==> config.mk <==
export PLATFORM = sky130hd
export DESIGN_NAME = f_fetch_unit
export DESIGN_NICKNAME = d
export VERILOG_FILES = /design/src/rtl/fetch_pkg.sv /design/src/rtl/f_d_pipe_reg.sv /design/src/rtl/f_fetch_unit.sv
export SDC_FILE = /design/constraint.sdc
export NUM_CORES = 1
export LEC_CHECK = 0
export CORE_MARGIN = 1
export CORE_UTILIZATION = 40
export DETAILED_ROUTE_END_ITERATION = 6
export DONT_BUFFER_PORTS = 1
export SLEW_MARGIN = 40
export SYNTH_ARGS = -nofsm -noshare
export SYNTH_HDL_FRONTEND = slang
export SYNTH_SLANG_ARGS = --single-unit
==> constraint.sdc <==
create_clock -name clk -period 2.1 [get_ports clk]
set_clock_uncertainty 0.15 [all_clocks]
set_input_delay 0.315 -clock clk [delete_from_list [all_inputs] [get_ports clk]]
set_output_delay 0.315 -clock clk [all_outputs]
set_load 0.01 [all_outputs]
==> src/rtl/fetch_pkg.sv <==
// Shared types and helpers for the F-stage fetch unit.
package fetch_pkg;

    typedef enum logic [1:0] {
        ST_REQ  = 2'd0,
        ST_WAIT = 2'd1,
        ST_HOLD = 2'd2,
        ST_DROP = 2'd3
    } fetch_state_e;

    localparam logic [31:0] NOP_INSTR = 32'h0000_0000;

    // Word-aligned and inside [base, base + 4*words); bound kept in 34 bits so it cannot wrap.
    function automatic logic addr_legal(input logic [31:0] addr,
                                        input logic [31:0] base,
                                        input logic [31:0] words);
        logic [33:0] lim;
        lim = {2'b00, base} + {words, 2'b00};
        return (addr[1:0] == 2'b00) && (addr >= base) && ({2'b00, addr} < lim);
    endfunction

endpackage

==> src/rtl/f_d_pipe_reg.sv <==
// F/D pipeline register: flush > load > bubble > hold.
module f_d_pipe_reg
    import fetch_pkg::*;
(
    input  logic        clk,
    input  logic        reset,
    input  logic        load,
    input  logic        bubble,
    input  logic        flush,
    input  logic [31:0] pc_in,
    input  logic [31:0] instr_in,
    input  logic        adel_in,
    output logic [31:0] d_pc,
    output logic [31:0] d_instr,
    output logic        d_valid,
    output logic        d_exc_adel
);

    logic [31:0] pc_q, pc_d;
    logic [31:0] instr_q, instr_d;
    logic        valid_q, valid_d;
    logic        adel_q, adel_d;

    // Next-value selection; D_pc is kept on flush and bubble.
    always_comb begin
        pc_d    = pc_q;
        instr_d = instr_q;
        valid_d = valid_q;
        adel_d  = adel_q;
        if (flush || (bubble && !load)) begin
            instr_d = NOP_INSTR;
            valid_d = 1'b0;
            adel_d  = 1'b0;
        end else if (load) begin
            pc_d    = pc_in;
            instr_d = instr_in;
            valid_d = 1'b1;
            adel_d  = adel_in;
        end
    end

    // Register update with synchronous active-low reset.
    always_ff @(posedge clk) begin
        if (!reset) begin
            pc_q    <= '0;
            instr_q <= NOP_INSTR;
            valid_q <= 1'b0;
            adel_q  <= 1'b0;
        end else begin
            pc_q    <= pc_d;
            instr_q <= instr_d;
            valid_q <= valid_d;
            adel_q  <= adel_d;
        end
    end

    assign d_pc       = pc_q;
    assign d_instr    = instr_q;
    assign d_valid    = valid_q;
    assign d_exc_adel = adel_q;

endmodule

==> src/rtl/f_fetch_unit.sv <==
// F-stage fetch unit: fetch PC, instruction-memory handshake FSM, F/D register.
module f_fetch_unit
    import fetch_pkg::*;
#(
    parameter logic [31:0] RESET_PC = 32'h0000_3000,
    parameter logic [31:0] IM_BASE  = 32'h0000_3000,
    parameter int unsigned IM_WORDS = 4096
) (
    input  logic        clk,
    input  logic        reset,
    input  logic [31:0] next_pc,
    input  logic        stall,
    input  logic        flush,
    input  logic [31:0] flush_pc,
    output logic        im_req,
    output logic [31:0] im_addr,
    input  logic        im_gnt,
    input  logic        im_rvalid,
    input  logic [31:0] im_rdata,
    output logic [31:0] F_pc,
    output logic [31:0] D_pc,
    output logic [31:0] D_instr,
    output logic        D_valid,
    output logic        D_exc_adel
);

    fetch_state_e state_q, state_d;
    logic [31:0]  f_pc_q, f_pc_d;
    logic [31:0]  hold_q, hold_d;
    logic         legal;
    logic         fire;
    logic [31:0]  fire_instr;
    logic         fire_adel;

    assign legal   = addr_legal(f_pc_q, IM_BASE, 32'(IM_WORDS));
    assign im_req  = (state_q == ST_REQ) && legal;
    assign im_addr = f_pc_q;
    assign F_pc    = f_pc_q;

    // Next-state, fire decision and F_pc update; flush overrides everything below reset.
    always_comb begin
        state_d    = state_q;
        f_pc_d     = f_pc_q;
        hold_d     = hold_q;
        fire       = 1'b0;
        fire_instr = NOP_INSTR;
        fire_adel  = 1'b0;
        case (state_q)
            ST_REQ: begin
                if (!legal) begin
                    if (!stall) begin
                        fire      = 1'b1;
                        fire_adel = 1'b1;
                    end
                end else if (im_gnt) begin
                    state_d = ST_WAIT;
                end
            end
            ST_WAIT: begin
                if (im_rvalid) begin
                    if (!stall) begin
                        fire       = 1'b1;
                        fire_instr = im_rdata;
                        state_d    = ST_REQ;
                    end else begin
                        hold_d  = im_rdata;
                        state_d = ST_HOLD;
                    end
                end
            end
            ST_HOLD: begin
                if (!stall) begin
                    fire       = 1'b1;
                    fire_instr = hold_q;
                    state_d    = ST_REQ;
                end
            end
            ST_DROP: begin
                if (im_rvalid) state_d = ST_REQ;
            end
            default: state_d = ST_REQ;
        endcase
        if (fire) f_pc_d = next_pc;
        if (flush) begin
            fire    = 1'b0;
            f_pc_d  = flush_pc;
            hold_d  = '0;
            state_d = (state_q == ST_WAIT && !im_rvalid) ? ST_DROP : ST_REQ;
        end
    end

    // State, fetch PC and hold buffer registers.
    always_ff @(posedge clk) begin
        if (!reset) begin
            state_q <= ST_REQ;
            f_pc_q  <= RESET_PC;
            hold_q  <= '0;
        end else begin
            state_q <= state_d;
            f_pc_q  <= f_pc_d;
            hold_q  <= hold_d;
        end
    end

    f_d_pipe_reg u_fd (
        .clk        (clk),
        .reset      (reset),
        .load       (fire),
        .bubble     (!stall && !fire),
        .flush      (flush),
        .pc_in      (f_pc_q),
        .instr_in   (fire_instr),
        .adel_in    (fire_adel),
        .d_pc       (D_pc),
        .d_instr    (D_instr),
        .d_valid    (D_valid),
        .d_exc_adel (D_exc_adel)
    );

endmodule

==> results.py, run 1 <==
metrics = {
    "synthesis": {
        "synthTopCellsByArea": "dfxtp_1 (44%), nand2_1 (10%), a21oi_1 (5.8%)",
        "synth_top_flop_cell": "dfxtp_1",
        "syn_nets": 810,
        "post-synth-top-count-cell": "nand2_1",
        "avgSynthCellArea_um2": 8.575,
        "netlist_instances": 704,
        "ys_seq_area_share_pct": 43.77,
        "synth_seq_cells": 132,
        "synth-edff-count": 0,
        "yosysWarnings": 0,
        "synthTopCellsByCount": "nand2_1 (168), dfxtp_1 (132), a21oi_1 (70)",
        "synthArstFlopShare_pct": 0,
        "yosysTopAreaCellShare_pct": 43.77,
        "synth_top_area_cell": "dfxtp_1",
        "synth_cell_types": 48,
        "syn_area_mm2": 0.006037,
    },
    "global_route": {
        "antenna_found_initial": 0,
        "met3_usage_pct": 6.701,
        "grt_pass1_wl_um": 28700,
        "grt_max_degree": 51,
        "grt_use_met1_pct": 25.26,
        "grt.busiest_layer": "met2",
        "grt_pass1_vias": 5565,
        "overflow": 0,
        "grt_use_met2_pct": 41.80,
        "gr-usage-all-layers_pct": 23.29,
    },
    "place": {
        "gp_congestion": 0.8236,
        "dp.final_hpwl_um": 11800,
        "portBuffers": 0,
        "preCtsSetupSlack_ns": -0.1318,
        "dpl_cell_area_mm2": 0.006213,
    },
    "route": {
        "dr.pass1.iters": 7,
        "drt_iter0_drc": 282,
        "wire_per_inst_um": 20.31,
        "drc": 46,
        "vias": 5522,
        "ant_nets": 0,
        "avgViaCountPerCell": 5.693,
        "drt-total-wl_um": 19700,
    },
    "power_and_ir_drop": {
        "power_mw": 6.357,
        "p_leak_nw": 2.830,
        "power.density_mw_per_mm2": 777.8,
        "irDropWorstVdd_mv": 0.5264,
    },
    "setup_path": {
        "cpMostUsedCell": "a21oi_2",
        "worstPathArrival_ns": 2.30,
        "cp-start-kind": "register",
        "setup.worst_path.start": "state_q[1]$_SDFFE_PN0P_",
        "path_cells": "inv_4 > ha_4 > a21oi_2 > buf_4 > a21boi_4 > o21ai_4 > buf_12 > clkbuf_16 > or3_1 > a21oi_2",
        "worstReg2RegStart": "state_q[1]$_SDFFE_PN0P_",
        "cp-end-kind": "register",
        "critical-path-max-stage-delay_ns": 0.37,
        "slowest_stage": "dfxtp_4",
        "cp.required_ns": 2.30,
        "crit_type": "reg -> reg",
        "cp_max_fo": 13,
    },
    "clock_tree": {
        "cts_root_buffer": "clkbuf_16",
        "htreeDepth": 4,
        "tritoncts": "built",
        "cts_buffer_depth": 2,
        "cts_made_buffers": 17,
        "clkLatencyLatePin_ns": 0.42,
        "clk_pin_slew_ns": 0.06,
        "cts_sinks": 132,
    },
    "timing": {
        "setup_viol": 0,
        "max_freq_ghz": 0.4778,
        "rsz0062_at_grt": "true",
        "hold_viol": 0,
        "timing.final.crit_share_pct": 99.65,
        "layout_setup_ws_ns": 0.007248,
        "drv_slew": 0,
        "slew_headroom_pct": 70.66,
        "worst_pin_slew_ns": 0.4386,
        "period_needed_ns": 2.093,
        "whs_ns": 0.01726,
    },
    "floorplanning": {
        "die_height_um": 124.9,
        "dieArea_mm2": 0.01559,
        "start_util_pct": 41.23,
        "ios": 233,
        "die_w_um": 124.9,
        "rows": 44,
        "coreArea_mm2": 0.01464,
    },
    "outcome": {
        "failed_checks": "DRC",
        "status": "finished with violations",
    },
    "finish": {
        "drive_above_1_share_pct": 26.59,
        "fin_area_mm2": 0.008173,
        "antenna_cells": 0,
        "area_growth_syn_to_layout_pct": 35.38,
        "nNetsFinal": 879,
    },
    "worst_hold_path": {
        "worstHoldPathType": "in -> reg",
        "hp-start": "next_pc[24]",
    },
    "flow_run": {
        "drv_cap": 0,
    },
}
layout make-up:
type / instances / area, um2
Fill cell: 1267 / 6471
Multi-Input combinational cell: 475 / 3131
Sequential cell: 132 / 2654
Timing Repair Buffer: 141 / 1550
Clock buffer: 23 / 478.0
Tap cell: 184 / 230.2
Clock inverter: 9 / 102.6
Inverter: 6 / 27.53
layer usage:
layer | up-vias | routed length [um]
met5 | - | 0
met4 | 0 | 480
met3 | 33 | 1493
met2 | 231 | 9891
met1 | 2690 | 7834
li1 | 2568 | -
power by group:
part	total (mW)	switching, mW	internal (mW)
Sequential	2.68	0.101	2.58
Combinational	0.752	0.381	0.371
Clock	2.92	1.09	1.83
sequential cells by signal (all words and copies together) (netlist names):
signal           flops
F_pc                32
hold_q              32
u_fd.d_instr        32
u_fd.d_pc           32
state_q              2
u_fd.d_exc_adel      1
u_fd.d_valid         1
cell families after synthesis:
group	share of synthesized area, %
and+or+nand+nor	19.71
AOI/OAI and AO/OA	21.18
DFF	43.77
buffers and inverters	9.533
muxes	4.974
adders and majority gates	0.8290
what timing repair did:
item	4_1_cts	5_1_grt
buffers inserted	5	7
endpoints found under the hold margin	54	0
gates resized for setup	18	74
cloned	0	9
endpoints found under the setup margin	93	132
pin swaps	7	21
hold buffers	68	0
cells in the final DEF (no fill, tap or decap), drive strengths merged, types with 2 or more instances in the layout:
cell         instances
clkinvlp             3
a221oi               2
a22oi               32
mux2i               30
clkinv               4
clkbuf              31
o21ai                8
nor4                 4
a21oi              101
and3                 2
a211oi              29
nor2                 6
o211a                2
dfxtp              132
a21boi               2
bufinv               2
nor2b                2
dlygate4sd3         67
nand2b               2
ha                   4
inv                  6
or3                 32
nand2              168
nor3                34
a21o                 2
buf                 65
metrics by stage:
stage / utilization, % / instances / TNS (ns)
after floorplan: - / 704 / 0
after global placement: 42.43 / 849 / -0.03411
after detailed placement: 42.43 / 849 / -1.799
after CTS: 51.83 / 954 / 0
after global routing: 55.81 / 970 / -1.067
final: 55.81 / 970 / 0
final timing paths:
check	slack (ns)	cells after the start	end
worst max-delay path	0.007	10	u_fd.d_instr[29]$_SDFFE_PP0P_
worst min-delay path	0.02	2	F_pc[24]$_SDFFE_PN0P_
worst max register to register	0.007	10	u_fd.d_instr[29]$_SDFFE_PP0P_
worst min register to register	0.31	2	hold_q[13]$_SDFFE_PP0P_
critical path, delay by kind of cell, from the launching register on:
family	cells	cell delay, ns
adders and majority gates	1	0.13
DFF	1	0.37
buffers and inverters	4	0.55
AOI/OAI and AO/OA	4	0.44
and+or+nand+nor	1	0.36
(Power assumes the default switching activity.)
==> run 2, diff against run 1 <==
CTS_CLUSTER_SIZE = 8   (was unset)
SYNTH_HIERARCHICAL = 1   (was unset)
==> run 2 against run 1 <==
The flow finishes with violations (setup timing). Register-to-register slack worse by 0.23 ns. Sequential power about the same. Worst setup slack worse by 0.23 ns. Core utilization down 2.9 points. Die area up 4.5%. Sequential cell count unchanged. Maximum frequency down 10%. Non-clock buffer count down 33.
==> results.py, run 2 <==
metrics = {
    "clock_tree": {
        "tritoncts": "built",
        "clk_pin_slew_ns": 0.06,
        "cts_made_buffers": 17,
        "htreeDepth": 4,
        "cts_buffer_depth": 2,
        "cts_sinks": 132,
        "clkLatencyLatePin_ns": 0.42,
        "cts_root_buffer": "clkbuf_16",
    },
    "setup_path": {
        "cp-end-kind": "register",
        "worstPathArrival_ns": 2.48,
        "setup.worst_path.start": "F_pc[25]$_SDFFE_PN0P_",
        "crit_type": "reg -> reg",
        "cp.required_ns": 2.26,
        "worstReg2RegStart": "F_pc[25]$_SDFFE_PN0P_",
        "r2r-end": "u_fd/d_pc[17]$_SDFFE_PN0P_",
        "reg2reg_depth": 10,
        "cp-start-kind": "register",
        "reg2reg_setup_slack_ns": -0.23,
        "cp_max_fo": 32,
    },
    "power_and_ir_drop": {
        "power_mw": 6.088,
        "p_comb_share_pct": 11.9,
        "p_leak_nw": 2.967,
        "irDropWorstVdd_mv": 0.5769,
        "clkPwrFrac_pct": 44.4,
        "power.density_mw_per_mm2": 752.0,
        "p_int_mw": 4.562,
        "p_sw_mw": 1.526,
        "p_sw_share_pct": 25.07,
        "pwr-share-seq_pct": 43.7,
    },
    "synthesis": {
        "synth_cell_types": 38,
        "synthTopCellsByArea": "dfxtp_1 (42%), nand2_1 (12%), a21oi_1 (5.5%)",
        "synth-edff-count": 0,
        "synth_seq_cells": 132,
        "avgSynthCellArea_um2": 8.287,
        "post-synth-top-count-cell": "nand2_1",
        "synth_top_area_cell": "dfxtp_1",
        "yosysTopAreaCellShare_pct": 41.85,
        "synth_top_flop_cell": "dfxtp_1",
        "yosysWarnings": 6,
        "syn_nets": 868,
        "syn_area_mm2": 0.006315,
        "netlist_instances": 762,
        "ys_seq_area_share_pct": 41.85,
        "synthArstFlopShare_pct": 0,
        "synthTopCellsByCount": "nand2_1 (194), dfxtp_1 (132), a21oi_1 (69)",
    },
    "finish": {
        "nNetsFinal": 902,
        "final_common_cell": "nand2_1",
        "fill_cells": 1393,
        "area_growth_syn_to_layout_pct": 28.21,
        "drive_above_1_share_pct": 21.93,
        "layout_common_cells": "nand2_1 (191), dfxtp_1 (126), a21oi_1 (65)",
        "utilization_pct": 52.87,
        "fin_area_mm2": 0.008097,
    },
    "worst_hold_path": {
        "worstHoldPathType": "in -> reg",
        "min_to": "state_q[0]$_SDFFE_PN0P_",
        "min_path_cells": 2,
        "hp-start": "reset",
    },
    "global_route": {
        "antenna_found_initial": 2,
        "gr-usage-all-layers_pct": 22.34,
        "grt_pass1_vias": 5366,
        "overflow": 0,
        "grt_pass1_wl_um": 28290,
        "grt_max_degree": 93,
    },
    "floorplanning": {
        "dieArea_mm2": 0.01629,
        "ios": 233,
        "rows": 45,
        "start_util_pct": 41.23,
        "die_height_um": 127.6,
        "die_w_um": 127.6,
        "coreArea_mm2": 0.01531,
    },
    "route": {
        "ant_nets": 0,
        "vias": 5519,
        "avgViaCountPerCell": 5.411,
        "wire_per_inst_um": 19.26,
        "drc": 0,
        "drt_iter0_drc": 364,
        "drt-total-wl_um": 19640,
        "dr.pass1.iters": 5,
    },
    "timing": {
        "setup_viol": 67,
        "slew_headroom_pct": 74.14,
        "rsz0062_at_grt": "true",
        "drv_slew": 0,
        "max_freq_ghz": 0.4296,
        "period_needed_ns": 2.328,
        "worst_pin_slew_ns": 0.3879,
        "fin_tns_setup_ns": -11.51,
        "layout_setup_ws_ns": -0.2277,
        "timing.final.crit_share_pct": 110.8,
        "hold_viol": 0,
    },
    "place": {
        "preCtsSetupSlack_ns": -0.2708,
        "dpl_cell_area_mm2": 0.006531,
        "portBuffers": 0,
        "dp.final_hpwl_um": 10820,
        "gp_congestion": 0.7806,
    },
    "outcome": {
        "failed_checks": "setup timing",
        "status": "finished with violations",
    },
    "flow_run": {
        "drv_cap": 0,
    },
}
run 2: metal layers:
metal	share of wire, %	vias up	wire length [um]	track usage (%)
met5	0	-	0	0
met4	2.0	0	391	7.820
met3	9.1	29	1779	7.454
met2	50	266	9875	38.99
met1	39	2625	7596	25.44
li1	-	2599	-	-
run 2: stage by stage:
step | hold WS [ns] | cells
CTS | 0.002107 | 1001
finish | 0.01180 | 1020
global route | 0.02109 | 1020
floorplan | 0.2868 | 762
detailed placement | 0.2969 | 928
global placement | 0.2917 | 928
run 2: power by group through the flow:
| stage | clock network, mW | logic [mW] | registers (mW) |
|---|---|---|---|
| 2_1_floorplan | 0 | 0.401 | 2.71 |
| 3_3_place_gp | 0 | 0.477 | 2.70 |
| 3_5_place_dp | 0 | 0.485 | 2.70 |
| 4_1_cts | 2.75 | 0.612 | 2.66 |
| 5_1_grt | 2.89 | 0.771 | 2.67 |
| 6_report | 2.70 | 0.724 | 2.66 |
run 2: timing repair:
action | in CTS | in global routing
pin swaps | 7 | 21
endpoints found under the setup margin | 67 | 72
gates resized for setup | 16 | 39
hold buffers | 40 | 0
gates cloned | 2 | 12
setup buffers | 1 | 6
endpoints found under the hold margin | 97 | 0
run 2: logic make-up after synthesis:
family                   synth area share, %
AO/OA/AOI/OAI                          14.46
buffers and inverters                  9.055
XOR/XNOR                              0.1387
AND/OR/NAND/NOR                        23.28
adder cells (fa/ha/maj)               0.7926
multiplexers                           10.42
flip-flops                             41.85
run 2: worst max-delay path by stage:
stage | to | slack (ns)
floorplan | u_fd/d_pc[14]$_SDFFE_PN0P_ | -0.15
global placement | u_fd/d_pc[14]$_SDFFE_PN0P_ | -0.23
detailed placement | u_fd/d_pc[28]$_SDFFE_PN0P_ | -0.27
CTS | u_fd/d_pc[20]$_SDFFE_PN0P_ | -0.21
global route | u_fd/d_pc[3]$_SDFFE_PN0P_ | -0.34
finish | u_fd/d_pc[17]$_SDFFE_PN0P_ | -0.23
run 2: critical path, stage by stage, from the launching register on:
cell	delay [ns]
dfxtp_2	0.33
nor4_4	0.34
nand3_4	0.13
nor3_4	0.22
nor3_2	0.08
o31a_4	0.32
buf_6	0.13
and2b_1	0.17
buf_12	0.17
nand2_1	0.10
a21boi_1	0.06
run 2: cell type report:
cell class	count	area [um2]	area share, %
repair buffers	108	1251	15.45
clock inverters	9	82.58	1.020
multi-input cells	530	3364	41.55
inverters	7	26.28	0.3245
flip-flops and latches	132	2653	32.76
clock buffers	21	450.4	5.563
diodes	2	5.005	0.06181
well taps	211	264.0	3.261
